### src/rtl/dual_lane_pkg.sv
// Shared types and default widths for the dual-lane popcount accumulator.
// State encoding and default DW/FRAME_LEN-derived counter widths live here.
package dual_lane_pkg;

  typedef enum logic [1:0] {
    IDLE  = 2'd0,
    ACCUM = 2'd1,
    DONE  = 2'd2
  } state_t;

  localparam int DEF_DW        = 8;
  localparam int DEF_FRAME_LEN = 4;
  localparam int DEF_CW        = $clog2(DEF_DW * DEF_FRAME_LEN + 1);
  localparam int DEF_BW        = $clog2(DEF_FRAME_LEN + 1);

endpackage

### src/rtl/lane_popcount.sv
// Combinational population count of one DW-bit lane, zero-extended to CW bits.
module lane_popcount
  import dual_lane_pkg::*;
#(
  parameter int DW = DEF_DW,
  parameter int CW = DEF_CW
) (
  input  logic [DW-1:0] data,
  output logic [CW-1:0] count
);

  integer i;

  // NOTE: combinational logic uses blocking '=' and assigns every output before any
  // conditional/loop update, so no latch can be inferred.
  always_comb begin
    count = '0;
    for (i = 0; i < DW; i = i + 1) begin
      count = count + CW'(data[i]);
    end
  end

endmodule

### src/rtl/dual_lane_bitcount.sv
// Per-frame, per-lane popcount accumulator with valid/ready on both sides.
// Optional build macro DUAL_LANE_PARITY_EN adds per-lane frame parity outputs par0/par1.
module dual_lane_bitcount
  import dual_lane_pkg::*;
#(
  parameter int  DW        = DEF_DW,
  parameter int  FRAME_LEN = DEF_FRAME_LEN,
  localparam int CW        = $clog2(DW * FRAME_LEN + 1),
  localparam int BW        = $clog2(FRAME_LEN + 1)
) (
  input  logic          clk,
  input  logic          rst_n,
  input  logic          in_valid,
  output logic          in_ready,
  input  logic          in_last,
  input  logic [DW-1:0] lane0,
  input  logic [DW-1:0] lane1,
  output logic          out_valid,
  input  logic          out_ready,
  output logic [CW-1:0] cnt0,
  output logic [CW-1:0] cnt1,
  output logic [BW-1:0] beats
`ifdef DUAL_LANE_PARITY_EN
  ,
  output logic          par0,
  output logic          par1
`endif
);

  state_t        state_q, state_d;
  logic [CW-1:0] cnt0_q, cnt0_d;
  logic [CW-1:0] cnt1_q, cnt1_d;
  logic [BW-1:0] beats_q, beats_d;
  logic [BW-1:0] beats_inc;
  logic [CW-1:0] pc0, pc1;
  logic          acc;

  lane_popcount #(.DW(DW), .CW(CW)) u_pc0 (.data(lane0), .count(pc0));
  lane_popcount #(.DW(DW), .CW(CW)) u_pc1 (.data(lane1), .count(pc1));

  // Both handshake flags are pure decodes of the registered state.
  assign in_ready  = (state_q != DONE);
  assign out_valid = (state_q == DONE);
  assign acc       = in_valid & in_ready;
  assign beats_inc = beats_q + BW'(1);

`ifdef DUAL_LANE_PARITY_EN
  // Lane parity for a beat is the LSB of its popcount; frame parity XOR-accumulates it.
  logic par0_q, par0_d;
  logic par1_q, par1_d;
  assign par0 = par0_q;
  assign par1 = par1_q;
`endif

  always_comb begin
    state_d = state_q;
    cnt0_d  = cnt0_q;
    cnt1_d  = cnt1_q;
    beats_d = beats_q;
`ifdef DUAL_LANE_PARITY_EN
    par0_d  = par0_q;
    par1_d  = par1_q;
`endif
    case (state_q)
      IDLE: begin
        if (acc) begin
          cnt0_d  = pc0;
          cnt1_d  = pc1;
          beats_d = BW'(1);
`ifdef DUAL_LANE_PARITY_EN
          par0_d  = pc0[0];
          par1_d  = pc1[0];
`endif
          state_d = (in_last || FRAME_LEN == 1) ? DONE : ACCUM;
        end
      end
      ACCUM: begin
        if (acc) begin
          cnt0_d  = cnt0_q + pc0;
          cnt1_d  = cnt1_q + pc1;
          beats_d = beats_inc;
`ifdef DUAL_LANE_PARITY_EN
          par0_d  = par0_q ^ pc0[0];
          par1_d  = par1_q ^ pc1[0];
`endif
          if (in_last || beats_inc == BW'(FRAME_LEN)) begin
            state_d = DONE;
          end
        end
      end
      DONE: begin
        if (out_ready) begin
          cnt0_d  = '0;
          cnt1_d  = '0;
          beats_d = '0;
`ifdef DUAL_LANE_PARITY_EN
          par0_d  = 1'b0;
          par1_d  = 1'b0;
`endif
          state_d = IDLE;
        end
      end
      default: state_d = IDLE;
    endcase
  end

  // NOTE: sequential state uses non-blocking '<=' so every register samples pre-edge values;
  // all accumulators are reset because a partial frame must vanish on rst_n.
  always_ff @(posedge clk or negedge rst_n) begin
    if (!rst_n) begin
      state_q <= IDLE;
      cnt0_q  <= '0;
      cnt1_q  <= '0;
      beats_q <= '0;
`ifdef DUAL_LANE_PARITY_EN
      par0_q  <= 1'b0;
      par1_q  <= 1'b0;
`endif
    end else begin
      state_q <= state_d;
      cnt0_q  <= cnt0_d;
      cnt1_q  <= cnt1_d;
      beats_q <= beats_d;
`ifdef DUAL_LANE_PARITY_EN
      par0_q  <= par0_d;
      par1_q  <= par1_d;
`endif
    end
  end

  assign cnt0  = cnt0_q;
  assign cnt1  = cnt1_q;
  assign beats = beats_q;

endmodule
### config.mk
export PLATFORM = sky130hd
export DESIGN_NAME = dual_lane_bitcount
export DESIGN_NICKNAME = d
export VERILOG_FILES = /design/src/rtl/dual_lane_pkg.sv /design/src/rtl/lane_popcount.sv /design/src/rtl/dual_lane_bitcount.sv
export SDC_FILE = /design/constraint.sdc
export NUM_CORES = 1
export LEC_CHECK = 0
export ABC_AREA = 1
export CAP_MARGIN = 20
export CORE_UTILIZATION = 25
export DETAILED_ROUTE_END_ITERATION = 10
export HOLD_SLACK_MARGIN = 0.12
export PLACE_DENSITY = 0.56
export SLEW_MARGIN = 20
export SYNTH_ARGS = -nofsm -noshare
export SYNTH_HDL_FRONTEND = slang
export SYNTH_SLANG_ARGS = --single-unit
### constraint.sdc
create_clock -name clk -period 1.4 [get_ports clk]
set_clock_uncertainty 0.05 [all_clocks]
set_input_delay 0.28 -clock clk [delete_from_list [all_inputs] [get_ports clk]]
set_output_delay 0.28 -clock clk [all_outputs]
set_load 0.02 [all_outputs]
==> flow_summary.toml, run 1 <==
[floorplan]
die_h_um = 84.3
dieArea_mm2 = 0.00710
die_w_um = 84.3
core_region_area_mm2 = 0.00646
ios = 38
initial_utilization_pct = 26.2
row_count = 29

[clock_network]
cts_max_level = 1
clkLatencyLatePin_ns = 0.26
cts_inserted_buffers = 3
cts-root-buf = "clkbuf_8"
clock_path_buffers = 2
cts_tree = "built"
hold_buffers = 0
cts.sinks = 17
clkSlewWorstSetupHoldPaths_ns = 0.08

[routing]
dr.pass1.iters = 7
routed.top_layer = "met4"
ant_nets = 0
drc = 4
drt-total-wl_um = 4250
drt-met1-wl_um = 2070
vias_per_cell = 4.37
dr_wl_met3_um = 131
wl_per_cell_um = 11.0
drt_iter0_markers = 42
met2RoutedLength_um = 1960
dr_total_vias = 1692

[yosys]
synthArstFlopShare_pct = 100
netlist_area_mm2 = 0.00169
dominantRegCellSynth = "dfrtp_1"
synth_xor_area_share_pct = 1.04
synthSimpleGateAreaFrac_pct = 27.5
synth_top_family_by_area = "simple AND/OR/NAND/NOR gates"
synth.largest_area_cell = "dfrtp_1"
avgSynthCellArea_um2 = 7.52
synth_common_cells = "nand2_1, inv_1, ha_1, nand3_1, dfrtp_1"
synth.most_common_cell = "nand2_1"
yosysSeqAreaShare_pct = 25.1
syn_nets = 277
synth_seq_cells = 17
ys_warn_count = 0
synth-compound-area-share_pct = 6.58
netlist.area_leader.share_pct = 25.1
muxShareOfSynthArea_pct = 0
synthAdderAreaFrac_pct = 27.4
synth_cell_types = 26
synth_edf_count = 0
syn_inst = 225
synth.area.top_cells = "dfrtp_1, ha_1, nand2_1"

[global_routing]
grt_pass1_vias = 1718
grt.overflow.total = 0
grt_max_degree = 18
antenna_found_initial = 0
grt_pass1_wl_um = 7520
grtUsageTotal_pct = 13.0

[power_and_ir_drop]
power_density_mw_per_mm2 = 1830
swShare_pct = 45.6
p_clk_share_pct = 7.6
internal_power_mw = 2.88
peakVddDrop_mv = 0.569
p_switching_mw = 2.42
seqPwrFrac_pct = 15.7
p_total_mw = 5.30
p_leak_nw = 1.45
power_frac_comb_pct = 76.7

[placement]
io_buffers = 37
placedCellCount = 371
dpl-instance-area_mm2 = 0.00252
hpwl_um = 3160
place_ws_ns = -2.59
gp_routability_congestion = 0.895

[cells_and_area]
syn_to_final_growth_pct = 70.7
final_util_pct = 44.7
final_cells = 387
num-nets-final = 363
fin_area_mm2 = 0.00289
post_route_cells_drive_above_1_share_pct = 44.8
diodes = 0

[critical_path]
critical_path_class = "in -> reg"
endpoint_kind = "flip-flop"
cp-start-kind = "input port"
critPathArrivalTime_ns = 3.40
critPathRequiredTime_ns = 1.51
cp_max_fo = 3

[timing]
hold_viol = 0
tns_ns = -20.31
setup_ws_ns = -1.89
fin_crit_ns = 3.29
finalCritPeriodShare_pct = 235
slew_viol_final = 0
tightest_slew_ns = 0.268
holdWs_ns = 0.300
setup_viol = 19
relSlewSlack_pct = 82.1
rsz0062_at_grt = "yes"
fmax_mhz = 304

[status]
failed_checks = "DRC, setup timing"
outcome = "complete, but fails checks"

[min_path]
hold_class = "in -> async"

[flow_run]
maxCapViolCount = 0
[area by class of cell]
cell class / instances / area [um2]
flip-flops and latches: 17 / 428
repair buffers: 82 / 729
well taps: 77 / 96.3
inverters: 52 / 221
clock buffers: 3 / 41.3
fillers: 648 / 3570
clock inverters: 1 / 5.00
multi-input cells: 155 / 1370
[flip-flops by register name, indices dropped and copies added, names as in the netlist]
| signal | cells |
|---|---|
| state_q | 2 |
| cnt0 | 6 |
| beats | 3 |
| cnt1 | 6 |
[path summary, 6_finish.rpt]
| check | startpoint | end | slack, ns | depth (start not counted) |
|---|---|---|---|---|
| hold / removal | rst_n | cnt0[5]$_DFFE_PN0P_ | 0.30 | 2 |
| hold reg to reg | beats[1]$_DFFE_PN0P_ | beats[1]$_DFFE_PN0P_ | 0.47 | 2 |
| max in group asynchronous | rst_n | cnt1[1]$_DFFE_PN0P_ | 0.78 | 2 |
| min in group clk | beats[1]$_DFFE_PN0P_ | beats[1]$_DFFE_PN0P_ | 0.47 | 2 |
| setup / recovery | lane0[1] | cnt0[4]$_DFFE_PN0P_ | -1.89 | 16 |
| setup reg to reg | state_q[1]$_DFFE_PN0P_ | state_q[1]$_DFFE_PN0P_ | -0.16 | 8 |
[placed cells by master, fill, tap and decap left out, types with 3 or more instances in the layout]
cell             instances
a21oi_1                  5
a21oi_2                  3
buf_2                    3
ha_1                     9
fa_1                     4
nand2_1                 43
ha_4                    12
buf_6                   15
clkdlybuf4s50_1         12
dlygate4sd2_1           12
inv_1                   35
buf_4                   35
nand3_1                 17
nand3_2                  4
o21ai_1                  6
clkbuf_8                 3
nor2_1                   8
inv_2                   11
fa_2                     6
dfrtp_1                 15
nand2_2                 18
[layer usage]
layer | up-vias | track usage [%]
met5 | - | 0
met4 | 0 | 5.64
met3 | 7 | 1.47
met2 | 40 | 21.0
met1 | 776 | 17.7
li1 | 869 | -
[power groups by stage]
stage | registers, mW | logic, mW | clock network, mW
3_3_place_gp | 0.831 | 3.18 | 0
5_1_grt | 0.861 | 4.50 | 0.430
4_1_cts | 0.829 | 3.83 | 0.407
2_1_floorplan | 0.985 | 1.78 | 0
6_report | 0.832 | 4.06 | 0.403
3_5_place_dp | 0.835 | 3.22 | 0
[cell families after synthesis]
family,count (synthesis)
AND/OR/NAND/NOR,104
buffers and inverters,53
adder cells (fa/ha/maj),31
AO/OA/AOI/OAI,18
flip-flops,17
XOR/XNOR,2
[critical path: stages]
cell	delay, ns
buf_6	0.09
ha_4	0.25
inv_2	0.03
fa_1	0.52
fa_1	0.45
fa_2	0.39
fa_2	0.34
inv_2	0.07
or2_4	0.11
and2_4	0.16
ha_4	0.21
nand3b_1	0.10
nand2_2	0.06
or2_4	0.23
nand3_2	0.05
nand2_1	0.04
[timing repair]
| action | in CTS | in global routing |
|---|---|---|
| buffers inserted | 8 | 5 |
| gates resized for setup | 114 | 26 |
| pin swaps | 47 | 44 |
| endpoints found under the setup margin | 34 | 24 |
No activity file was read; power rests on OpenSTA's default activity.
==> run 2, diff against run 1 <==
PLACE_DENSITY = unset   (was 0.56)
==> flow_summary.toml, run 2 (synthesis gave the netlist of run 1 again) <==
[status]
outcome = "complete, but fails checks"
failed_checks = "DRC, setup timing"

[placement]
dpl-instance-area_mm2 = 0.00252
placedCellCount = 372
io_buffers = 37
gp_routability_congestion = 0.877
place_ws_ns = -2.57
hpwl_um = 3080

[routing]
wl_per_cell_um = 10.4
dr.pass1.iters = 7
drt-total-wl_um = 4060
vias_per_cell = 4.28
dr_wl_met3_um = 154
drt-met1-wl_um = 1870
drt_iter0_markers = 39
drc = 12
routed.top_layer = "met4"
dr_total_vias = 1668
ant_nets = 0
met2RoutedLength_um = 1960

[timing]
tns_ns = -20.21
finalCritPeriodShare_pct = 235
fmax_mhz = 304
setup_ws_ns = -1.89
tightest_slew_ns = 0.252
holdWs_ns = 0.304
setup_viol = 19
fin_crit_ns = 3.29
slew_viol_final = 0
relSlewSlack_pct = 83.2
rsz0062_at_grt = "yes"
hold_viol = 0

[floorplan]
die_w_um = 84.3
row_count = 29
die_h_um = 84.3
core_region_area_mm2 = 0.00646
dieArea_mm2 = 0.00710
ios = 38
initial_utilization_pct = 26.2

[critical_path]
critPathRequiredTime_ns = 1.50
critPathArrivalTime_ns = 3.39
critical_path_class = "in -> reg"
reg2reg_from = "state_q[1]$_DFFE_PN0P_"
cp_top_family = "adder cells"
cpMostUsedCell = "nand2_1"
crit_chain = "buf_6 -> ha_4 -> inv_2 -> fa_1 -> fa_1 -> fa_2 -> buf_4 -> buf_4 -> inv_1 -> nand3_1 -> nand2_1 -> ha_1 -> buf_4 -> nand2_1 -> inv_1 -> nand2_1 -> nand4_1 -> nand3_1 -> nand2_1"
worst-path-buf-inv = 7
cp-start-kind = "input port"
endpoint_kind = "flip-flop"
slowest_stage = "fa_1"
cp_max_fo = 3
critPathMaxStageDelay_ns = 0.52
cp-startpoint = "lane0[0]"

[cells_and_area]
layout_commonest_cell = "nand2_1"
regArea_um2 = 427
final_util_pct = 45.3
final_cells = 390
post_route_cells_drive_above_1_share_pct = 46.3
multi_input_area_mm2 = 0.00139
syn_to_final_growth_pct = 73.1
fin_area_mm2 = 0.00293
final_cell_mix = "nand2_1, buf_4, inv_1"
num-nets-final = 366
diodes = 0
fill_cells = 653

[clock_network]
cts.sinks = 17
cts_tree = "built"
cts-root-buf = "clkbuf_8"
clock_path_buffers = 2
cts_max_level = 1
clkSlewWorstSetupHoldPaths_ns = 0.07
cts_inserted_buffers = 3
clkLatencyLatePin_ns = 0.26

[power_and_ir_drop]
swShare_pct = 45.0
p_total_mw = 5.36
seqPwrFrac_pct = 15.7
peakVddDrop_mv = 0.511
internal_power_mw = 2.95
p_clk_share_pct = 7.1
p_switching_mw = 2.41
p_leak_nw = 1.48
power_frac_comb_pct = 77.2
power_density_mw_per_mm2 = 1830

[min_path]
hold_class = "in -> async"

[global_routing]
grt_pass1_vias = 1623
grt.overflow.total = 0
grt_pass1_wl_um = 6990
grt_max_degree = 18
grtUsageTotal_pct = 12.3
antenna_found_initial = 0

[flow_run]
maxCapViolCount = 0
run 2: cell count changes in the layout (fill, tap and decap cells not counted), sizes merged:
cell,delta
buf,+3
clkbuf,+1
clkinv,+1
dlygate4sd2,-1
inv,-1
run 2: final timing paths:
path / end / slack (ns) / depth (start not counted)
max reg2reg: cnt1[0]$_DFFE_PN0P_ / -0.14 / 10
max in group asynchronous: cnt0[2]$_DFFE_PN0P_ / 0.78 / 2
min: beats[0]$_DFFE_PN0P_ / 0.30 / 2
min reg2reg: beats[1]$_DFFE_PN0P_ / 0.47 / 2
max: cnt0[5]$_DFFE_PN0P_ / -1.89 / 19
min in group clk: beats[1]$_DFFE_PN0P_ / 0.47 / 2
run 2: final cells by class:
| cell class | count | share of cell area (%) |
|---|---|---|
| clock buffers | 3 | 1.41 |
| clock inverters | 1 | 0.171 |
| inverters | 52 | 7.65 |
| multi-input cells | 155 | 47.4 |
| flip-flops and latches | 17 | 14.6 |
| well taps | 77 | 3.29 |
| repair buffers | 85 | 25.5 |
run 2: worst reg2reg max path, delay by kind of cell (launching register included):
family        cells  cell delay [ns]
simple gates      5             0.39
buf+inv           4             0.43
flops             1             0.40
fa+ha+maj         1             0.16
run 2: power by group through the flow:
stage / registers [mW] / clock network (mW) / logic (mW)
final: 0.839 / 0.381 / 4.14
after global routing: 0.863 / 0.409 / 4.58
after CTS: 0.837 / 0.402 / 3.87
after detailed placement: 0.835 / 0 / 3.27
after global placement: 0.834 / 0 / 3.22
after floorplan: 0.985 / 0 / 1.78
run 2: timing repair:
action | CTS | global route
gates resized for setup | 109 | 34
hold buffers | 0 | 0
setup endpoints to repair | 34 | 23
pin swaps | 41 | 36
setup buffers | 10 | 5
run 2: layer usage:
layer / global-route usage [%] / vias to the layer above
met5: 0 / -
met4: 5.17 / 0
met3: 1.47 / 5
met2: 20.6 / 33
met1: 16.1 / 761
li1: - / 869
==> run 3, diff against run 2 <==
ABC_CLOCK_PERIOD_IN_PS = 1400   (was unset)
CORE_MARGIN = 1.5   (was unset)
==> flow_summary.toml, run 3 (synthesis gave the netlist of run 1 again) <==
[status]
outcome = "complete, but fails checks"
failed_checks = "DRC, setup timing"

[global_routing]
grtUsageTotal_pct = 12.1
antenna_found_initial = 0
grt_pass1_wl_um = 7030
grt.overflow.total = 0
grt_pass1_vias = 1598
grt_max_degree = 18

[timing]
slew_viol_final = 0
setup_ws_ns = -1.88
tightest_slew_ns = 0.253
hold_viol = 0
setup_viol = 19
fin_crit_ns = 3.28
relSlewSlack_pct = 83.1
finalCritPeriodShare_pct = 234
holdWs_ns = 0.311
fmax_mhz = 305
rsz0062_at_grt = "yes"

[cells_and_area]
final_cells = 387
fill_cells = 661
diodes = 0
syn_to_final_growth_pct = 68.2
final_cell_mix = "nand2_1, inv_1, buf_4"
layout_commonest_cell = "nand2_1"
post_route_cells_drive_above_1_share_pct = 40.6
num-nets-final = 363

[critical_path]
critical_path_class = "in -> reg"
critPathArrivalTime_ns = 3.37
critPathRequiredTime_ns = 1.50
cp_max_fo = 3
cp-start-kind = "input port"
endpoint_kind = "flip-flop"

[routing]
drt_iter0_markers = 50
dr.pass1.iters = 7
ant_nets = 0
dr_total_vias = 1651
wl_per_cell_um = 10.5
drc = 6
drt-total-wl_um = 4070
vias_per_cell = 4.27

[clock_network]
cts_max_level = 1
clkSlewWorstSetupHoldPaths_ns = 0.07
cts.sinks = 17
cts_inserted_buffers = 3
cts-root-buf = "clkbuf_8"
clock_path_buffers = 2
cts_tree = "built"
hold_buffers = 0
clkLatencyLatePin_ns = 0.25

[flow_run]
maxCapViolCount = 0

[power_and_ir_drop]
power_density_mw_per_mm2 = 1820
internal_power_mw = 2.87
p_clk_share_pct = 7.3
peakVddDrop_mv = 0.491
power_frac_comb_pct = 76.7
seqPwrFrac_pct = 16.0
p_leak_nw = 1.45
p_switching_mw = 2.31
swShare_pct = 44.5

[floorplan]
die_h_um = 85.3
core_region_area_mm2 = 0.00646
initial_utilization_pct = 26.2
dieArea_mm2 = 0.00727
row_count = 29
ios = 38
die_w_um = 85.3

[placement]
gp_routability_congestion = 0.848
io_buffers = 37
placedCellCount = 372
hpwl_um = 3160

[min_path]
hold_class = "in -> async"
## run 3: critical path, stage by stage
cell,delay (ns)
buf_6,0.09
ha_4,0.25
inv_2,0.03
fa_1,0.53
fa_1,0.46
fa_2,0.39
fa_2,0.34
inv_2,0.07
or2_4,0.10
and2_4,0.16
ha_4,0.21
nand3b_1,0.08
nand2_1,0.06
or2_4,0.23
nand3_2,0.05
nand2_1,0.04
## run 3: power groups by stage
stage	combinational (mW)	sequential [mW]	clock, mW
floorplan	1.78	0.985	0
global placement	3.20	0.831	0
detailed placement	3.26	0.834	0
CTS	3.90	0.833	0.389
global route	4.41	0.855	0.416
finish	3.97	0.827	0.379
## run 3: metal layers
metal | global-route usage [%] | up-vias | share of wire, %
met1 | 15.4 | 745 | 47
met5 | 0 | - | 0
met4 | 3.96 | 0 | 0.81
li1 | - | 870 | -
met3 | 1.85 | 2 | 4.1
met2 | 20.9 | 34 | 49
## run 3: per-stage QoR
stage / util [%] / TNS [ns] / power (mW) / cell area, um2 / setup WS, ns
after global routing: 44.1 / -22.21 / 5.68 / 2850 / -1.98
final: 44.1 / -20.50 / 5.18 / 2850 / -1.88
after global placement: 39.1 / -28.64 / 4.03 / 2520 / -2.52
after floorplan: - / -20.79 / 2.76 / 1800 / -1.98
after detailed placement: 39.1 / -29.27 / 4.09 / 2520 / -2.58
after CTS: 43.5 / -21.11 / 5.13 / 2810 / -1.98
## run 3: cell type report
| cell class | count | area (um2) | area share [%] |
|---|---|---|---|
| repair buffers | 82 | 732 | 25.7 |
| clock inverters | 1 | 5.00 | 0.176 |
| inverters | 52 | 216 | 7.61 |
| clock buffers | 3 | 41.3 | 1.45 |
| multi-input cells | 155 | 1330 | 46.7 |
| flip-flops and latches | 17 | 427 | 15.0 |
| well taps | 77 | 96.3 | 3.39 |
## run 3: final timing paths
path	from	to	slack, ns	depth (start not counted)
max	lane0[1]	cnt0[4]$_DFFE_PN0P_	-1.88	16
min	rst_n	beats[0]$_DFFE_PN0P_	0.31	2
max reg2reg	cnt1[0]$_DFFE_PN0P_	cnt1[2]$_DFFE_PN0P_	-0.15	8
min reg2reg	cnt1[5]$_DFFE_PN0P_	cnt1[5]$_DFFE_PN0P_	0.48	2
max in group asynchronous	rst_n	cnt0[2]$_DFFE_PN0P_	0.77	2
min in group clk	cnt1[5]$_DFFE_PN0P_	cnt1[5]$_DFFE_PN0P_	0.48	2
## run 3: timing repair
item / 4_1_cts / 5_1_grt
gates cloned: 0 / 0
resized for setup: 113 / 13
pin swaps: 44 / 35
endpoints found under the setup margin: 34 / 25
buffers inserted: 8 / 4
